<file path="src/rtl/axis_to_axi_pkg.sv">
// Shared types for the AXI-Stream-to-AXI write scheduler.
//   axi_resp_e    : AXI BRESP encodings
//   sched_state_e : scheduler FSM states
//   burst_cmd_t   : one burst command (start address, AWLEN, last-of-frame)
//   AXI_4KB       : AXI burst boundary in bytes
package axis_to_axi_pkg;

   typedef enum logic [1:0] {
      AXI_OKAY   = 2'b00,
      AXI_EXOKAY = 2'b01,
      AXI_SLVERR = 2'b10,
      AXI_DECERR = 2'b11
   } axi_resp_e;

   typedef enum logic [2:0] {
      S_IDLE,
      S_CALC,
      S_ISSUE,
      S_WAIT_RESP,
      S_DONE
   } sched_state_e;

   localparam int CMD_ADDR_W = 32;

   typedef struct packed {
      logic [CMD_ADDR_W-1:0] addr;
      logic [7:0]            len;
      logic                  last;
   } burst_cmd_t;

   localparam int AXI_4KB = 4096;

endpackage

</file>
<file path="src/rtl/axis_to_axi_burst_calc.sv">
// Combinational burst sizer: returns the largest burst (in beats) that
// covers no more than the remaining beats, the maximum burst length, the
// distance to the next 4 KB boundary and the distance to the ring end.
//   beats_rem  : beats still to issue for the frame
//   addr_lo    : low 12 bits of the burst start address
//   ring_bytes : ring size in bytes
//   wptr       : current ring offset in bytes
//   burst      : resulting burst length in beats (1..MAX_BURST when beats_rem > 0)
module axis_to_axi_burst_calc
   import axis_to_axi_pkg::*;
#(
   parameter int ADDR_W    = 32,
   parameter int LEN_W     = 24,
   parameter int BPB       = 4,
   parameter int MAX_BURST = 16
) (
   input  logic [LEN_W-1:0]  beats_rem,
   input  logic [11:0]       addr_lo,
   input  logic [ADDR_W-1:0] ring_bytes,
   input  logic [ADDR_W-1:0] wptr,
   output logic [8:0]        burst
);

   localparam int BPB_LG = $clog2(BPB);
   localparam int CW     = ((ADDR_W > LEN_W) ? ADDR_W : LEN_W) + 1;

   logic [CW-1:0] lim_4k;
   logic [CW-1:0] lim_ring;
   logic [CW-1:0] m;

   always_comb begin
      lim_4k   = CW'((13'(AXI_4KB) - {1'b0, addr_lo}) >> BPB_LG);
      lim_ring = CW'((ring_bytes - wptr) >> BPB_LG);
      m        = CW'(beats_rem);
      if (m > CW'(MAX_BURST)) m = CW'(MAX_BURST);
      if (lim_4k < m)         m = lim_4k;
      if (lim_ring < m)       m = lim_ring;
      burst = 9'(m);
   end

endmodule

</file>
<file path="src/rtl/axis_to_axi_wr_sched.sv">
// Write-burst scheduler: takes one frame request at a time, places it at the
// ring write pointer and splits it into AXI bursts for the writer, then waits
// for every B response and reports the frame with an accumulated error flag.
//   axi_aclk / axi_areset      : clock, synchronous active-high reset
//   cfg_*                      : enable, ring base and ring size (sampled in IDLE)
//   req_valid/ready/bytes      : frame request
//   cmd_valid/ready/addr/len/last : burst command to the writer
//   bresp_valid / bresp        : one B response per burst, in order
//   done_*                     : one-cycle frame completion report
//   busy                       : FSM active or responses still pending
//
// state     | meaning
// IDLE      | waiting for a frame request
// CALC      | sizing the next burst
// ISSUE     | presenting the burst command to the writer
// WAIT_RESP | all bursts issued, waiting for outstanding B responses
// DONE      | one-cycle completion pulse
module axis_to_axi_wr_sched
   import axis_to_axi_pkg::*;
#(
   parameter int AXI_ADDR_WIDTH    = 32,
   parameter int AXI_DATA_WIDTH    = 32,
   parameter int AXI_MAX_BURST_LEN = 16,
   parameter int MAX_OUTSTANDING   = 8,
   parameter int LEN_WIDTH         = 24
) (
   input  logic                      axi_aclk,
   input  logic                      axi_areset,
   input  logic                      cfg_enable,
   input  logic [AXI_ADDR_WIDTH-1:0] cfg_base_addr,
   input  logic [AXI_ADDR_WIDTH-1:0] cfg_ring_bytes,
   input  logic                      req_valid,
   output logic                      req_ready,
   input  logic [LEN_WIDTH-1:0]      req_bytes,
   output logic                      cmd_valid,
   input  logic                      cmd_ready,
   output logic [AXI_ADDR_WIDTH-1:0] cmd_addr,
   output logic [7:0]                cmd_len,
   output logic                      cmd_last,
   input  logic                      bresp_valid,
   input  logic [1:0]                bresp,
   output logic                      done_valid,
   output logic [AXI_ADDR_WIDTH-1:0] done_addr,
   output logic [LEN_WIDTH-1:0]      done_bytes,
   output logic                      done_err,
   output logic                      busy
);

   localparam int BPB    = AXI_DATA_WIDTH / 8;
   localparam int BPB_LG = $clog2(BPB);
   localparam int OW     = $clog2(MAX_OUTSTANDING) + 1;

   sched_state_e              state_q, state_d;
   logic [AXI_ADDR_WIDTH-1:0] wptr_q, wptr_d;
   logic [AXI_ADDR_WIDTH-1:0] base_q, base_d;
   logic [AXI_ADDR_WIDTH-1:0] ring_q, ring_d;
   logic [AXI_ADDR_WIDTH-1:0] frame_addr_q, frame_addr_d;
   logic [LEN_WIDTH-1:0]      frame_bytes_q, frame_bytes_d;
   logic [LEN_WIDTH-1:0]      beats_rem_q, beats_rem_d;
   logic [8:0]                burst_q, burst_d;
   burst_cmd_t                cmd_q, cmd_d;
   logic                      err_acc_q, err_acc_d;
   logic [OW-1:0]             outst_q, outst_d;

   logic [AXI_ADDR_WIDTH-1:0] calc_addr;
   logic [AXI_ADDR_WIDTH-1:0] wptr_adv;
   logic [LEN_WIDTH-1:0]      req_beats;
   logic [8:0]                calc_burst;
   logic                      cmd_hs;
   logic                      resp_take;

   assign calc_addr = base_q + wptr_q;
   assign wptr_adv  = wptr_q + (AXI_ADDR_WIDTH'(burst_q) << BPB_LG);
   assign req_beats = LEN_WIDTH'(({1'b0, req_bytes} + (LEN_WIDTH+1)'(BPB - 1)) >> BPB_LG);

   axis_to_axi_burst_calc #(
      .ADDR_W    (AXI_ADDR_WIDTH),
      .LEN_W     (LEN_WIDTH),
      .BPB       (BPB),
      .MAX_BURST (AXI_MAX_BURST_LEN)
   ) u_burst_calc (
      .beats_rem  (beats_rem_q),
      .addr_lo    (calc_addr[11:0]),
      .ring_bytes (ring_q),
      .wptr       (wptr_q),
      .burst      (calc_burst)
   );

   always_comb begin
      state_d       = state_q;
      wptr_d        = wptr_q;
      base_d        = base_q;
      ring_d        = ring_q;
      frame_addr_d  = frame_addr_q;
      frame_bytes_d = frame_bytes_q;
      beats_rem_d   = beats_rem_q;
      burst_d       = burst_q;
      cmd_d         = cmd_q;
      err_acc_d     = err_acc_q;
      outst_d       = outst_q;
      req_ready     = 1'b0;
      cmd_valid     = 1'b0;
      done_valid    = 1'b0;

      // A response with nothing outstanding belongs to no burst we know of.
      resp_take = bresp_valid && (outst_q != '0);
      if (resp_take && (axi_resp_e'(bresp) != AXI_OKAY)) err_acc_d = 1'b1;

      case (state_q)
         S_IDLE: begin
            req_ready = cfg_enable;
            if (req_valid && cfg_enable) begin
               base_d        = cfg_base_addr;
               ring_d        = cfg_ring_bytes;
               frame_addr_d  = cfg_base_addr + wptr_q;
               beats_rem_d   = req_beats;
               frame_bytes_d = req_beats << BPB_LG;
               err_acc_d     = 1'b0;
               state_d       = (req_beats == '0) ? S_DONE : S_CALC;
            end
         end
         S_CALC: begin
            cmd_d.addr = CMD_ADDR_W'(calc_addr);
            cmd_d.len  = 8'(calc_burst - 9'd1);
            cmd_d.last = (LEN_WIDTH'(calc_burst) == beats_rem_q);
            burst_d    = calc_burst;
            state_d    = S_ISSUE;
         end
         S_ISSUE: begin
            // Outstanding only falls while waiting here, so once raised
            // cmd_valid holds until the handshake.
            cmd_valid = (outst_q < OW'(MAX_OUTSTANDING));
            if (cmd_valid && cmd_ready) begin
               wptr_d      = (wptr_adv == ring_q) ? '0 : wptr_adv;
               beats_rem_d = beats_rem_q - LEN_WIDTH'(burst_q);
               state_d     = cmd_q.last ? S_WAIT_RESP : S_CALC;
            end
         end
         S_WAIT_RESP: begin
            if (outst_q == '0) state_d = S_DONE;
         end
         S_DONE: begin
            done_valid = 1'b1;
            state_d    = S_IDLE;
         end
         default: state_d = S_IDLE;
      endcase

      cmd_hs = cmd_valid && cmd_ready;
      if (cmd_hs && !resp_take)      outst_d = outst_q + OW'(1);
      else if (!cmd_hs && resp_take) outst_d = outst_q - OW'(1);
   end

   always_ff @(posedge axi_aclk) begin
      if (axi_areset) begin
         state_q       <= S_IDLE;
         wptr_q        <= '0;
         base_q        <= '0;
         ring_q        <= '0;
         frame_addr_q  <= '0;
         frame_bytes_q <= '0;
         beats_rem_q   <= '0;
         burst_q       <= '0;
         cmd_q         <= '0;
         err_acc_q     <= 1'b0;
         outst_q       <= '0;
      end else begin
         state_q       <= state_d;
         wptr_q        <= wptr_d;
         base_q        <= base_d;
         ring_q        <= ring_d;
         frame_addr_q  <= frame_addr_d;
         frame_bytes_q <= frame_bytes_d;
         beats_rem_q   <= beats_rem_d;
         burst_q       <= burst_d;
         cmd_q         <= cmd_d;
         err_acc_q     <= err_acc_d;
         outst_q       <= outst_d;
      end
   end

   assign cmd_addr   = AXI_ADDR_WIDTH'(cmd_q.addr);
   assign cmd_len    = cmd_q.len;
   assign cmd_last   = cmd_q.last;
   assign done_addr  = frame_addr_q;
   assign done_bytes = frame_bytes_q;
   assign done_err   = err_acc_q;
   assign busy       = (state_q != S_IDLE) || (outst_q != '0);

endmodule

</file>
<file path="config.mk">
export PLATFORM = sky130hd
export DESIGN_NAME = axis_to_axi_wr_sched
export DESIGN_NICKNAME = d
export VERILOG_FILES = /design/src/rtl/axis_to_axi_pkg.sv /design/src/rtl/axis_to_axi_burst_calc.sv /design/src/rtl/axis_to_axi_wr_sched.sv
export SDC_FILE = /design/constraint.sdc
export NUM_CORES = 1
export LEC_CHECK = 0
export ABC_AREA = 1
export BUFFER_PORTS_ARGS = -buffer_cell sky130_fd_sc_hd__buf_4
export CORE_UTILIZATION = 45
export DETAILED_ROUTE_END_ITERATION = 12
export HOLD_SLACK_MARGIN = 0.06
export PLACE_DENSITY = 0.65
export SLEW_MARGIN = 5
export SYNTH_ARGS = -nofsm -noshare
export SYNTH_HDL_FRONTEND = slang
export SYNTH_HIERARCHICAL = 1
export SYNTH_SLANG_ARGS = --single-unit
export TNS_END_PERCENT = 50
</file>
<file path="constraint.sdc">
create_clock -name axi_aclk -period 5.22 [get_ports axi_aclk]
set_input_delay 1.044 -clock axi_aclk [delete_from_list [all_inputs] [get_ports axi_aclk]]
set_output_delay 1.044 -clock axi_aclk [all_outputs]
set_load 0.05 [all_outputs]
</file>
---- Word level (Yosys, flattened, before mapping) ----
Cells that the tools add are included.
operators by class
  add/sub/neg operators ................... 10
  $lt $le $gt $ge ......................... 4
  equality and inequality tests ........... 9
  muxes and demuxes ....................... 21
  reductions and logical operators ........ 22
operator list
  cell                                                                    count
  24-bit two-way mux                                                      3
  31-bit by 33-bit < comparator with 1-bit output                         2
  32-bit adder                                                            2
  24-bit case mux with 2 select lines                                     1
  32-bit by 32-bit subtractor with 33-bit output                          1
  32-bit by 11-bit adder with 32-bit output                               1
  32-bit == test                                                          1
  32-bit two-way mux                                                      1
  31-bit two-way mux                                                      1
  24-bit by 2-bit adder with 25-bit output (second input constant)        1
  9-bit by 24-bit == test with 1-bit output                               1
  24-bit by 5-bit > comparator with 1-bit output (second input constant)  1
  24-bit zero test                                                        1
  24-bit by 9-bit subtractor with 24-bit output                           1
  13-bit by 12-bit subtractor with 14-bit output (first input constant)   1
  3-bit two-way mux                                                       4
  3-bit case mux with 4 select lines                                      1
  9-bit two-way mux                                                       1
  4-bit two-way mux                                                       2
  8-bit by 1-bit subtractor with 8-bit output (second input constant)     1
  1-bit logical AND                                                       7
  3-bit by 2-bit == test with 1-bit output (second input constant)        2
  1-bit two-way mux                                                       6
  2-bit inequality test (second input constant)                           3
  15 further kinds                                                        20
word-level totals
  register bits ........................... 232
  input bits .............................. 96
  output and inout port bits .............. 102
  logic and storage cells ................. 79

---- Logic depth before layout (Yosys ltp) ----
  depth in word-level cells ............... 7
  mapped depth ............................ 55
  mapped depth without buffers ............ 53

---- Hierarchy ----
The synthesis kept the hierarchy.
by module, submodules not included
  module                  instances  cells each  area each (um^2)  seq. area each (um^2)
  axis_to_axi_wr_sched    1          2365        15204.6           4564.4
  axis_to_axi_burst_calc  1          609         3368.2            0.0

---- Worst setup path after synthesis ----
No wires, ideal clock.
  path kind ............................... flip-flop to flip-flop
  start point ............................. reg wptr_q[3]
  end point ............................... reg cmd_q (netlist bit cmd_len[7])
  setup time .............................. 0.110 ns
  arrival ................................. 5.345 ns
  data required time ...................... 5.110 ns
  path slack .............................. -0.234 ns
  stages on the path, launching flop included .. 51
  buffers on the path ..................... 1
  clock period less this slack ............ 5.454 ns
  path through ............................ dfxtp_1 > ha_1 > nand2_1 > nand2_1 > xor2_1 > nor2_1 > inv_1 > nor2_1 > inv_1 > nor2_2 > inv_1 > nor2_2 > nand2_1 > nor2_1 > inv_1 > or2_4 > nand2_1 > inv_1 > [... 15 more ...] > nand2_1 > nand2_4 > nand2_4 > nand2_1 > nand2_1 > nor2_1 > nand2_1 > nor2_1 > inv_1 > nor2_1 > inv_1 > nor2_1 > inv_1 > nor2_1 > xnor2_1 > o21ai_0 > nand2_1 > inv_1
between the ends
  word-level cells in the longest chain between the ends .. 7
  elaborated cells on any way between the ends .. 8
  those cells by class .................... add/sub (4); order compare (2); mux (2)
RTL lines
  what                                              RTL line                      source
  start: declaration                                axis_to_axi_wr_sched.sv:54    logic [AXI_ADDR_WIDTH-1:0] wptr_q, wptr_d;
  start signal: assignment                          axis_to_axi_wr_sched.sv:169   wptr_q <= wptr_d;
  32-bit adder *                                    axis_to_axi_wr_sched.sv:72    assign calc_addr = base_q + wptr_q;
  net calc_addr[4]                                  axis_to_axi_wr_sched.sv:65    logic [AXI_ADDR_WIDTH-1:0] calc_addr;
  13-bit by 12-bit subtractor with 14-bit output *  axis_to_axi_burst_calc.sv:32  lim_4k = CW'((13'(AXI_4KB) - {1'b0, addr_lo}) >> BPB_LG);
  31-bit by 33-bit < comparator with 1-bit output   axis_to_axi_burst_calc.sv:36  if (lim_4k < m) m = lim_4k;
  31-bit two-way mux *                              axis_to_axi_burst_calc.sv:36
  31-bit by 33-bit < comparator with 1-bit output   axis_to_axi_burst_calc.sv:37  if (lim_ring < m) m = lim_ring;
  9-bit two-way mux *                               axis_to_axi_burst_calc.sv:37
  net calc_burst[2]                                 axis_to_axi_wr_sched.sv:68    logic [8:0] calc_burst;
  8-bit by 1-bit subtractor with 8-bit output *     axis_to_axi_wr_sched.sv:124   cmd_d.len = 8'(calc_burst - 9'd1);
  end signal: assignment                            axis_to_axi_wr_sched.sv:176   cmd_q <= cmd_d;
  end: declaration                                  axis_to_axi_wr_sched.sv:61    burst_cmd_t cmd_q, cmd_d;
The timed path passes the listed nets; every way through them passes the cells marked *.
A chain may end at the register's enable or synchronous reset.

---- Worst setup path after layout ----
  start point ............................. reg base_q[3]
  end point ............................... reg cmd_q (netlist bit cmd_last)
between the ends
  word-level cells in the longest chain between the ends .. 7
RTL lines
  what                                              RTL line                      source
  start: declaration                                axis_to_axi_wr_sched.sv:55    logic [AXI_ADDR_WIDTH-1:0] base_q, base_d;
  start signal: assignment                          axis_to_axi_wr_sched.sv:170   base_q <= base_d;
  32-bit adder *                                    axis_to_axi_wr_sched.sv:72
  net calc_addr[3]                                  axis_to_axi_wr_sched.sv:65
  13-bit by 12-bit subtractor with 14-bit output *  axis_to_axi_burst_calc.sv:32
  31-bit by 33-bit < comparator with 1-bit output   axis_to_axi_burst_calc.sv:36
  31-bit two-way mux *                              axis_to_axi_burst_calc.sv:36
  31-bit by 33-bit < comparator with 1-bit output   axis_to_axi_burst_calc.sv:37
  9-bit two-way mux *                               axis_to_axi_burst_calc.sv:37
  net calc_burst[6]                                 axis_to_axi_wr_sched.sv:68
  9-bit by 24-bit == test with 1-bit output *       axis_to_axi_wr_sched.sv:125   cmd_d.last = (LEN_WIDTH'(calc_burst) == beats_rem_q);
Marked as above.

==> impl_metrics.tcl <==
set metrics [dict create \
    ys_seq_area_share_pct 24.6 \
    place.detailed.hpwl_um 53700 \
    hold_path.class "flop to flop" \
    whs_path_depth 2 \
    crit_type "flop to flop" \
    timing.fmax_mhz 178 \
    routed_wl_um 68000 \
    final.period_utilization_pct 108 \
    irDropWorstVdd_uv 262 \
    place_congestion 0.939 \
    synth_edf_count 0 \
    dieArea_um2 42100 \
    h-tree-depth 1 \
    synth_ff_type "dfxtp_1" \
    yosys_warnings 6 \
    min_period_ns 5.61 \
    setup_violations 9 \
    grt_use_total_pct 31.9 \
    ys_types 58 \
    diodes 0 \
    pin_count 198 \
    cts_buffers 28 \
    yosysTopAreaCellShare_pct 24.6 \
    syn_area_um2 18600 \
    cts_sinks 228 \
    syn_avg_cell_area_um2 6.25 \
    drt_iter0_drc 1768 \
    first_pass_iters 6 \
    remaining_drc_errors 0 \
    status "finished with violations" \
    use_met3_pct 4.18 \
    antenna_found_initial 0 \
    grt_max_degree 71 \
    arrival_ns 6.10 \
    crit_path_max_fanout 7 \
    ys_ff_latch 228 \
    slowest_stage "dfxtp_2" \
    routed_via_density 5.35 \
    yosysMostFrequentCell "nand2_1" \
    synthTopCellsByCount "nand2_1, inv_1, nor2_1" \
    clock_skew_ns 0.0394 \
    final_util_pct 56.5 \
    num_vias 20500 \
    grt_pass1_wl_um 105000 \
    synth_top_cell_by_area "dfxtp_1" \
    cts_tree "yes" \
    crit_required_ns 5.71 \
    antenna_left 0 \
    core_um2 40700 \
    n_fill_cell 4095 \
    cts_hold_buf 0 \
    critPathLaunchType "flop" \
    violations "setup timing" \
    clkLatencyLatePin_ns 0.60 \
    grt-busiest-layer "met2" \
    root_buffer "clkbuf_16" \
    place_area_um2 21300 \
    die_h_um 205 \
    synthArstFlopShare_pct 0 \
    wl_per_cell_um 17.7 \
    met1_usage_pct 46.4 \
    port-buffer-count 195 \
    cp_slowest_stage_delay_ns 0.33 \
    rsz0062_at_grt "true" \
    netlist_top_cells_area "dfxtp_1, nand2_1, ha_1, inv_1, nor2_1" \
    synth_cells 2974 \
    grt_pass1_vias 19100 \
    final_net_count 3521 \
    worst_slew_pin_slew_ns 1.06 \
    max_cap_viol_count 0 \
    path_common_cell "nor2_1" \
    globalRoute.totalOverflow 0 \
    start_util_pct 45.6 \
    setup_tns_ns -1.92 \
    post-route-cell-area_um2 23000 \
    dieWidth_um 205 \
    setup_slack_ns -0.394 \
    hold_viol_final 0 \
    area_delta_synth_final_pct 23.9 \
    p_leak_uw 0.0113 \
    clk_pin_slew_worst_paths_ns 0.06 \
    relSlewSlack_pct 28.8 \
    use_met2_pct 49.5 \
    drv_slew 0 \
    drive_above_1_share_pct 18.0 \
    p_per_area_nw_per_um2 334 \
    r2r_cells 43 \
    rows 74 \
    setup.worst_path.end_class "flop" \
    clockBufferDepth 3 \
]
[placed cells by master, fill, tap and decap left out, types with 13 or more instances in the layout]
cell / instances
a21oi_1: 219
nand2_1: 722
xor2_1: 43
a31oi_1: 28
o21bai_1: 17
nor2_1: 319
dfxtp_1: 224
inv_1: 390
conb_1: 23
a21oi_2: 36
nor2_2: 13
ha_4: 13
nand3_1: 178
nand4_1: 33
nor3_1: 30
inv_2: 14
o21ai_0: 190
buf_4: 322
xnor2_1: 39
clkbuf_16: 28
ha_1: 130
nand2_2: 71
[final cells by class]
type	count	area, um^2	area share, %
multi-input cells	2281	12700	55.2
clock inverters	10	184	0.799
clock buffers	42	853	3.71
repair buffers	329	2500	10.9
well taps	532	666	2.89
inverters	410	1550	6.72
flip-flops and latches	228	4570	19.9
[flip-flops by register name (all words and copies together) (netlist names)]
signal and count:
outst_q 4, ring_q 32, cmd_len 8, done_bytes 22
beats_rem_q 24, wptr_q 30, cmd_last 1, done_addr 30
burst_q 9, base_q 32, state_q 3, done_err 1
cmd_addr 32
[worst max-delay path: cells and delay by family (launching register included)]
kind	cells	cell delay (ns)
buffers and inverters	10	0.83
AND/OR/NAND/NOR	22	2.44
XOR/XNOR	2	0.28
AO/OA/AOI/OAI	6	0.91
adder cells (fa/ha/maj)	3	0.72
flip-flops	1	0.33
[layer usage]
metal / part of all wire, % / wire length (um)
met1: 48 / 32400
met2: 43 / 29100
met3: 7.3 / 4940
met4: 2.3 / 1540
met5: 0 / 0
[logic make-up after synthesis]
logic type / share of synthesized area [%]
and+or+nand+nor: 33.2
AOI/OAI and AO/OA: 18.0
buffers and inverters: 10.1
DFF: 24.6
adders and majority gates: 10.0
xor gates and xnor gates: 4.18
other: 0.0404
[metrics by stage]
stage,hold slack [ns],power [uW],worst slack [ns],cells
2_1_floorplan,0.445,4090,-0.0808,2995
3_3_place_gp,0.446,5060,-0.453,3756
3_5_place_dp,0.447,5110,-0.576,3756
4_1_cts,0.460,7470,-0.222,3826
5_1_grt,0.477,8130,-0.803,3832
6_report,0.460,7700,-0.394,3832
[power by group]
| group | total (uW) | switching [uW] | internal, uW |
|---|---|---|---|
| logic | 3470 | 2150 | 1320 |
| registers | 2060 | 150 | 1910 |
| clock network | 2170 | 838 | 1330 |
| total | 7700 | 3140 | 4560 |
[path summary, 6_finish.rpt]
check	startpoint	endpoint	slack, ns
setup / recovery	base_q[3]	cmd_last	-0.39
hold / removal	done_addr[6]	done_addr[6]	0.46
setup reg to reg	base_q[3]	cmd_last	-0.39
hold reg to reg	done_addr[6]	done_addr[6]	0.46
[timing repair]
item / 4_1_cts / 5_1_grt
pin swaps: 29 / 45
gates cloned: 1 / 0
resized for setup: 53 / 59
setup endpoints to repair: 17 / 18
setup buffers: 18 / 6
Note: power is estimated with default switching activity, not from simulation.
